## src/rtl/unidade_controle_pkg.sv

```systemverilog
// State encoding shared by the memory-game control unit and its bench.
package unidade_controle_pkg;

    localparam int ESTADO_W = 4;

    localparam logic [ESTADO_W-1:0] INICIAL          = 4'h0;
    localparam logic [ESTADO_W-1:0] PREPARA          = 4'h1;
    localparam logic [ESTADO_W-1:0] INICIA_RODADA    = 4'h2;
    localparam logic [ESTADO_W-1:0] ESPERA_JOGADA    = 4'h3;
    localparam logic [ESTADO_W-1:0] REGISTRA         = 4'h4;
    localparam logic [ESTADO_W-1:0] COMPARA          = 4'h5;
    localparam logic [ESTADO_W-1:0] PROXIMA_JOGADA   = 4'h6;
    localparam logic [ESTADO_W-1:0] PROXIMA_ESCRITA  = 4'h7;
    localparam logic [ESTADO_W-1:0] ESPERA_ESCRITA   = 4'h8;
    localparam logic [ESTADO_W-1:0] REGISTRA_ESCRITA = 4'h9;
    localparam logic [ESTADO_W-1:0] ESCREVE          = 4'hA;
    localparam logic [ESTADO_W-1:0] PROXIMA_RODADA   = 4'hB;
    localparam logic [ESTADO_W-1:0] FIM_ACERTO       = 4'hC;
    localparam logic [ESTADO_W-1:0] FIM_ERRO         = 4'hD;
    localparam logic [ESTADO_W-1:0] FIM_TIMEOUT      = 4'hE;

endpackage

```

## src/rtl/unidade_controle.sv

```systemverilog
// Moore control FSM for the memory game: replay, capture new jogada,
// advance rodada; ends in win, error or timeout.
module unidade_controle
    import unidade_controle_pkg::*;
#(
    parameter bit TIMEOUT_EN = 1'b1
) (
    input  logic                clock,
    input  logic                reset,
    input  logic                iniciar,
    input  logic                jogada_feita,
    input  logic                jogada_igual,
    input  logic                fim_rodada,
    input  logic                fim_jogo,
    input  logic                inativo,
    output logic                zera_jogada,
    output logic                conta_jogada,
    output logic                zera_rodada,
    output logic                conta_rodada,
    output logic                zeraR,
    output logic                registraR,
    output logic                zeraInativo,
    output logic                contaInativo,
    output logic                ramWE,
    output logic                pronto,
    output logic                ganhou,
    output logic                errou,
    output logic                timeout,
    output logic [ESTADO_W-1:0] db_estado
);

    logic [ESTADO_W-1:0] estado;
    logic [ESTADO_W-1:0] proximo;
    logic                expirou;

    assign expirou = inativo && TIMEOUT_EN;

    always_ff @(posedge clock or posedge reset) begin
        if (reset)
            estado <= INICIAL;
        else
            estado <= proximo;
    end

    always_comb begin
        proximo = INICIAL;
        case (estado)
            INICIAL:          proximo = iniciar ? PREPARA : INICIAL;
            PREPARA:          proximo = INICIA_RODADA;
            INICIA_RODADA:    proximo = ESPERA_JOGADA;
            ESPERA_JOGADA: begin
                if (jogada_feita)
                    proximo = REGISTRA;
                else if (expirou)
                    proximo = FIM_TIMEOUT;
                else
                    proximo = ESPERA_JOGADA;
            end
            REGISTRA:         proximo = COMPARA;
            COMPARA: begin
                if (!jogada_igual)
                    proximo = FIM_ERRO;
                else if (!fim_rodada)
                    proximo = PROXIMA_JOGADA;
                else if (fim_jogo)
                    proximo = FIM_ACERTO;
                else
                    proximo = PROXIMA_ESCRITA;
            end
            PROXIMA_JOGADA:   proximo = ESPERA_JOGADA;
            PROXIMA_ESCRITA:  proximo = ESPERA_ESCRITA;
            ESPERA_ESCRITA: begin
                if (jogada_feita)
                    proximo = REGISTRA_ESCRITA;
                else if (expirou)
                    proximo = FIM_TIMEOUT;
                else
                    proximo = ESPERA_ESCRITA;
            end
            REGISTRA_ESCRITA: proximo = ESCREVE;
            ESCREVE:          proximo = PROXIMA_RODADA;
            PROXIMA_RODADA:   proximo = INICIA_RODADA;
            FIM_ACERTO:       proximo = iniciar ? PREPARA : FIM_ACERTO;
            FIM_ERRO:         proximo = iniciar ? PREPARA : FIM_ERRO;
            FIM_TIMEOUT:      proximo = iniciar ? PREPARA : FIM_TIMEOUT;
            default:          proximo = INICIAL;
        endcase
    end

    always_comb begin
        zera_jogada  = 1'b0;
        conta_jogada = 1'b0;
        zera_rodada  = 1'b0;
        conta_rodada = 1'b0;
        zeraR        = 1'b0;
        registraR    = 1'b0;
        zeraInativo  = 1'b0;
        contaInativo = 1'b0;
        ramWE        = 1'b0;
        pronto       = 1'b0;
        ganhou       = 1'b0;
        errou        = 1'b0;
        timeout      = 1'b0;
        case (estado)
            PREPARA: begin
                zera_jogada = 1'b1;
                zera_rodada = 1'b1;
                zeraR       = 1'b1;
                zeraInativo = 1'b1;
            end
            INICIA_RODADA: begin
                zera_jogada = 1'b1;
                zeraInativo = 1'b1;
            end
            ESPERA_JOGADA:    contaInativo = 1'b1;
            REGISTRA: begin
                registraR   = 1'b1;
                zeraInativo = 1'b1;
            end
            PROXIMA_JOGADA:   conta_jogada = 1'b1;
            PROXIMA_ESCRITA: begin
                conta_jogada = 1'b1;
                zeraInativo  = 1'b1;
            end
            ESPERA_ESCRITA:   contaInativo = 1'b1;
            REGISTRA_ESCRITA: begin
                registraR   = 1'b1;
                zeraInativo = 1'b1;
            end
            ESCREVE:          ramWE = 1'b1;
            PROXIMA_RODADA:   conta_rodada = 1'b1;
            FIM_ACERTO: begin
                pronto = 1'b1;
                ganhou = 1'b1;
            end
            FIM_ERRO: begin
                pronto = 1'b1;
                errou  = 1'b1;
            end
            FIM_TIMEOUT: begin
                pronto  = 1'b1;
                timeout = 1'b1;
            end
            default: ;
        endcase
    end

    assign db_estado = estado;

endmodule

```

## config.mk

```make
export PLATFORM = sky130hd
export DESIGN_NAME = unidade_controle
export DESIGN_NICKNAME = d
export VERILOG_FILES = /design/src/rtl/unidade_controle_pkg.sv /design/src/rtl/unidade_controle.sv
export SDC_FILE = /design/constraint.sdc
export NUM_CORES = 1
export LEC_CHECK = 0
export CAP_MARGIN = 10
export CORE_MARGIN = 5
export CORE_UTILIZATION = 35
export CTS_BUF_LIST = sky130_fd_sc_hd__clkbuf_4
export DETAILED_ROUTE_END_ITERATION = 7
export PLACE_DENSITY = 0.79
export SLEW_MARGIN = 20
export SYNTH_ARGS = -nofsm -noshare
export SYNTH_HDL_FRONTEND = slang
export SYNTH_SLANG_ARGS = --single-unit
export TNS_END_PERCENT = 30
```

## constraint.sdc

```tcl
create_clock -name clock -period 1.4 [get_ports clock]
set_clock_uncertainty 0.2 [all_clocks]
set_input_delay 0.28 -clock clock [delete_from_list [all_inputs] [get_ports clock]]
set_output_delay 0.28 -clock clock [all_outputs]
set_load 0.02 [all_outputs]
```

==> flow_summary_export.csv, run 1 <==
group,metric,value,unit
floorplanning,io_pins,25,
timing,finalSetupViolations,20,
worst_setup_path,slowest_stage,"dfrtp_2",
outcome,violations,"setup timing",
floorplanning,die_w,49.8,µm
clock_network,htree_levels,1,
route,drc_errors,0,
worst_setup_path,cp-end-kind,"output port",
clock_network,cts_buffers,3,
floorplanning,coreArea,1510,µm²
finish,drive_gt1_share,63.9,%
worst_hold_path,hold_path_class,"in -> async",
yosys,yosys.area.top_type,"dfrtp_1",
worst_setup_path,cp-start-kind,"register",
clock_network,cts_tree,"done",
finish,seqCellArea,105,µm²
pwr,vdd_drop_max,0.00133,V
grt,antenna_found_initial,0,
yosys,synth_top_area_share,18.0,%
placed_design,place_congestion,0.765,
worst_setup_path,r2r_cells,6,
yosys,ys_warn_count,0,
yosys,yosys_most_used_dff,"dfrtp_1",
grt,grt_pass1_vias,712,
timing,setup_ws,-0.431,ns
route,vias,752,
worst_setup_path,cp_data_required_time,0.92,ns
outcome,status,"complete, but fails checks",
worst_setup_path,criticalPathCategory,"reg -> out",
route,ant_nets,0,
timing,fmax,546,MHz
worst_setup_path,cp_max_fo,8,
placed_design,portBuffers,24,
yosys,synth_edf_count,0,
finish,utilization,77.4,%
pwr,leakage,0.000522,µW
yosys,synth_common_cells,"nand2_1, nor3_1, nor2_1",
timing,fin_hold_ws,0.0289,ns
placed_design,place_inst,124,
floorplanning,dieArea,2480,µm²
worst_setup_path,reg2reg_from,"db_estado[1]",
finish,layout.nets,131,
finish,area_growth,110,%
timing,hold_viol,0,
timing,timing.final.crit_share,131,%
yosys,synth_area,556,µm²
clock_network,clk_latency,0.24,ns
placed_design,placed_cell_area,943,µm²
floorplanning,start_util,36.9,%
worst_setup_path,cp.arrival,1.35,ns
pwr,power,3170,µW
timing,report.final.slew_viol_count,0,
floorplanning,rows,14,
worst_setup_path,startpoint,"db_estado[0]",
yosys,synth_area_leaders,"dfrtp_1, buf_6, nor3_1",
clock_network,cts_buffer_depth,2,
yosys,async_reset_ff_share,100,%
yosys,avgSynthCellArea,7.82,µm²
worst_setup_path,regToRegEndpoint,"db_estado[0]",
timing,period_needed,1.83,ns
route,drt_first_pass_iters,4,
grt,grt_usage,17.0,%
route,drt_wl_total,2.27,mm
timing,tightest_slew,0.269,ns
clock_network,path_clk_slew,0.04,ns
timing,rsz0062_at_grt,"yes",
timing,slew_headroom,81.8,%
yosys,ys_types,27,
worst_setup_path,slowest_delay,0.47,ns
finish,antenna_cells,0,
route,wl_met3,82,µm
route,viasPerCell,5.45,
yosys,synthCells,71,
worst_setup_path,regToRegSetupSlack,-0.28,ns
yosys,synth-seq-cells,4,
floorplanning,die_h,49.8,µm
finish,largest_reg_flops,4,
yosys,seq_area_frac_synth,18.0,%
route,post_drt_wl_per_cell,16.4,µm
route,drt-met1-wl,847,µm
route,highest_layer,"met4",
grt,globalRouteOverflowTotal,0,
route,drt_iter0_markers,11,
run,max_cap_violations,0,
finish,instances_no_fill,138,
grt,grt_pass1_wl,3.25,mm
route,met2_length,1.25,mm
finish,multi_input_area,468,µm²
worst_setup_path,path_cells,"buf_12 -> xnor2_4 -> a21oi_2 -> o21ai_2 -> buf_6",
yosys,syn-num-nets,79,
grt,grt_start_max_net_pins,14,
finish,fill_cells,94,
pwr,pwr_density_cell,2720,nW/µm²
placed_design,dp_hpwl,1.34,mm
clock_network,numClockSinks,4,
clock_network,clockRootBuffer,"clkbuf_4",
finish,design_area,1170,µm²
-- per-stage QoR --
stage	setup WS (ns)	setup TNS, ns
after floorplan	-0.299	-2.37
after global placement	-0.582	-9.26
after detailed placement	-0.612	-9.69
after CTS	-0.432	-5.71
after global routing	-0.510	-6.65
final	-0.431	-5.66
-- worst max-delay path, delay by kind of cell, from the launching register on --
kind,cells,cell delay (ns)
compound gates,2,0.20
buf+inv,2,0.29
xor+xnor,1,0.16
flops,1,0.47
-- cells in the final DEF (no fill, tap or decap), types with 2 or more instances in the layout --
master,instances
a21oi_1,2
a21oi_2,2
a31oi_1,2
buf_12,3
buf_2,3
buf_4,26
buf_6,16
clkbuf_4,4
clkdlybuf4s50_1,7
dfrtp_2,4
nand2_1,7
nand2b_4,2
nand3_1,4
nand3b_1,2
nor2_1,5
nor3_1,3
nor3_2,3
nor3b_2,2
nor3b_4,3
-- area by class of cell --
class | count | share of cell area, %
sequential | 4 | 9.01
inverter | 2 | 0.644
clock buffer | 4 | 2.58
timing repair buffer | 56 | 45.9
multi-input combinational | 56 | 40.1
tap | 16 | 1.72
-- how the worst max path moves through the flow --
stage | end | slack, ns | cells after the start
floorplan | zera_rodada | -0.30 | 4
global placement | contaInativo | -0.58 | 4
detailed placement | registraR | -0.61 | 4
CTS | zeraInativo | -0.43 | 5
global route | zeraInativo | -0.51 | 5
finish | zeraInativo | -0.43 | 5
-- report_power, final --
| group | switching [µW] | internal, µW | total [µW] |
|---|---|---|---|
| clock network | 48.7 | 126 | 175 |
| logic | 1220 | 1430 | 2650 |
| registers | 162 | 188 | 350 |
-- what timing repair did --
| action | 4_1_cts | 5_1_grt |
|---|---|---|
| hold buffers | 0 | 0 |
| setup endpoints to repair | 21 | 20 |
| resized for setup | 94 | 22 |
| setup buffers | 7 | 3 |
| endpoints found under the hold margin | 0 | 0 |
| pin swaps | 6 | 2 |
-- logic make-up (layout without fill, tap and decap cells) --
| kind of cell | count (synthesis) | in the layout | share of synthesized area (%) |
|---|---|---|---|
| and+or+nand+nor | 39 | 39 | 42.8 |
| AOI/OAI and AO/OA | 15 | 15 | 17.8 |
| buffers and inverters | 11 | 62 | 18.2 |
| DFF | 4 | 4 | 18.0 |
| xor gates and xnor gates | 2 | 2 | 3.15 |
-- metal layers --
metal	up-vias	GRT usage (%)
met4	0	10.5
met3	8	1.51
li1	353	-
met1	366	19.0
met2	25	30.3
met5	-	0
Power figures use the tool's default switching activity.
==> run 2, diff against run 1 <==
--- a/config.mk
+++ b/config.mk
@@ -6,11 +6,13 @@
 export NUM_CORES = 1
 export LEC_CHECK = 0
 export CAP_MARGIN = 10
-export CORE_MARGIN = 5
-export CORE_UTILIZATION = 35
+export CELL_PAD_IN_SITES_DETAIL_PLACEMENT = 1
+export CELL_PAD_IN_SITES_GLOBAL_PLACEMENT = 2
+export CORE_UTILIZATION = 20
 export CTS_BUF_LIST = sky130_fd_sc_hd__clkbuf_4
 export DETAILED_ROUTE_END_ITERATION = 7
-export PLACE_DENSITY = 0.79
+export HOLD_SLACK_MARGIN = 0.05
+export PLACE_DENSITY = 0.83
 export SLEW_MARGIN = 20
 export SYNTH_ARGS = -nofsm -noshare
 export SYNTH_HDL_FRONTEND = slang
==> flow_summary_export.csv, run 2 (synthesis results as in run 1) <==
group,metric,value,unit
placed_design,dp_hpwl,1.51,mm
floorplanning,dieArea,2990,µm²
worst_setup_path,criticalPathCategory,"reg -> out",
finish,layout.nets,130,
placed_design,place_ws,-0.591,ns
clock_network,cts_tree,"done",
clock_network,clk_latency,0.25,ns
finish,area_growth,102,%
worst_setup_path,cp.arrival,1.38,ns
pwr,p_clk_share,6.4,%
timing,fmax,538,MHz
placed_design,place_inst,138,
finish,seqCellArea,105,µm²
finish,drive_gt1_share,62.8,%
timing,period_needed,1.86,ns
worst_setup_path,cp_max_fo,4,
grt,grt_pass1_vias,717,
timing,rsz0062_at_grt,"yes",
clock_network,cts_buffer_depth,2,
pwr,pwr_density_cell,2640,nW/µm²
pwr,switching_share,45.5,%
finish,layout_common_cells,"buf_4, buf_6, nand2_1, clkdlybuf4s50_1, nor2_1",
clock_network,clockRootBuffer,"clkbuf_4",
run,max_cap_violations,0,
pwr,p_seq_share,10.5,%
finish,fill_cells,312,
timing,tightest_slew,0.241,ns
clock_network,htree_levels,1,
finish,multi_input_area,448,µm²
floorplanning,rows,18,
worst_setup_path,cp-end-kind,"output port",
timing,hold_viol,0,
route,drc_errors,0,
floorplanning,start_util,21.8,%
clock_network,path_clk_slew,0.04,ns
outcome,status,"complete, but fails checks",
grt,grt_usage,16.4,%
route,drt_iter0_markers,3,
route,drt_wl_total,2.19,mm
grt,grt_start_max_net_pins,13,
pwr,p_int,1610,µW
floorplanning,io_pins,25,
placed_design,place_congestion,0.769,
worst_setup_path,cp-start-kind,"register",
placed_design,portBuffers,24,
grt,grt_pass1_wl,3.41,mm
worst_setup_path,crit_top_cell,"buf_6",
worst_setup_path,cp_data_required_time,0.92,ns
pwr,leakage,0.000502,µW
pwr,pwr-share-comb,83.2,%
finish,antenna_cells,0,
worst_setup_path,slowest_delay,0.43,ns
pwr,power,2960,µW
outcome,violations,"setup timing",
floorplanning,coreArea,2540,µm²
floorplanning,die_w,54.7,µm
finish,instances_no_fill,151,
worst_setup_path,slowest_stage,"dfrtp_2",
pwr,netSwitchingPower,1350,µW
grt,antenna_found_initial,0,
pwr,vdd_drop_max,0.00138,V
floorplanning,die_h,54.7,µm
finish,final_common_cell,"buf_4",
route,drt_first_pass_iters,3,
grt,globalRouteOverflowTotal,0,
timing,report.final.slew_viol_count,0,
timing,finalSetupViolations,21,
worst_setup_path,path_cells,"buf_6 -> nor3b_4 -> a21oi_2 -> o21ai_2 -> buf_6",
finish,largest_reg_flops,4,
worst_hold_path,hold_path_class,"in -> reg",
timing,setup_ws,-0.458,ns
worst_setup_path,cp_top_family,"flip-flops",
route,vias,696,
route,ant_nets,0,
worst_setup_path,cp_num_buf_inv,2,
clock_network,numClockSinks,4,
route,viasPerCell,4.61,
route,post_drt_wl_per_cell,14.5,µm
clock_network,cts_buffers,3,
timing,timing.final.crit_share,133,%
timing,slew_headroom,83.7,%
-- run 2: layout make-up --
| class | instances | area share [%] |
|---|---|---|
| timing repair buffer | 55 | 44.0 |
| multi-input combinational | 56 | 40.0 |
| sequential | 4 | 9.37 |
| tap | 30 | 3.35 |
| clock buffer | 4 | 2.68 |
| inverter | 2 | 0.670 |
-- run 2: worst paths after layout --
path,from,to,slack (ns),cells after the start
setup / recovery,db_estado[1],zeraInativo,-0.46,5
hold / removal,jogada_igual,db_estado[1],0.50,3
setup reg to reg,db_estado[1],db_estado[0],-0.22,6
hold reg to reg,db_estado[2],db_estado[2],0.56,3
max in group asynchronous,reset,db_estado[0],0.25,3
min in group asynchronous,reset,db_estado[1],0.57,3
-- run 2: per-layer routing --
metal  part of all wire, %  global-route usage [%]  vias up  routed length [µm]
met1                    43                    19.6      335                 941
li1                      -                       -      349                   -
met4                   1.1                    6.41        0                  25
met2                    54                    30.5       10                1190
met3                   1.5                       0        2                  32
met5                     0                       0        -                   0
-- run 2: power by group through the flow --
stage	Sequential [µW]	Clock (µW)	Combinational, µW
6_report	310	188	2460
5_1_grt	323	196	2630
4_1_cts	308	190	2350
3_5_place_dp	347	0	2050
3_3_place_gp	338	0	2000
2_1_floorplan	308	0	1290
-- run 2: metrics by stage --
| stage | hold WS (ns) | TNS [ns] | util (%) | area (µm²) |
|---|---|---|---|---|
| after CTS | 0.505 | -6.05 | 42.6 | 1080 |
| after global placement | 0.287 | -9.25 | 38.2 | 973 |
| after global routing | 0.554 | -7.16 | 44.1 | 1120 |
| after detailed placement | 0.288 | -9.61 | 38.2 | 973 |
| final | 0.502 | -6.06 | 44.1 | 1120 |
| after floorplan | -0.154 | -2.37 | - | 616 |
-- run 2: worst register-to-register path: cells and delay by family, from the launching register on --
kind,cells,cell delay [ns]
simple gates,2,0.39
buf+inv,2,0.30
compound gates,2,0.22
flops,1,0.43
-- run 2: repair_timing --
| item | in CTS | in global routing |
|---|---|---|
| hold buffers | 1 | 0 |
| endpoints found under the setup margin | 21 | 21 |
| resized for setup | 94 | 10 |
| hold endpoints to repair | 4 | 0 |
| gates cloned | 0 | 0 |
| pin swaps | 4 | 2 |
| buffers inserted | 7 | 1 |
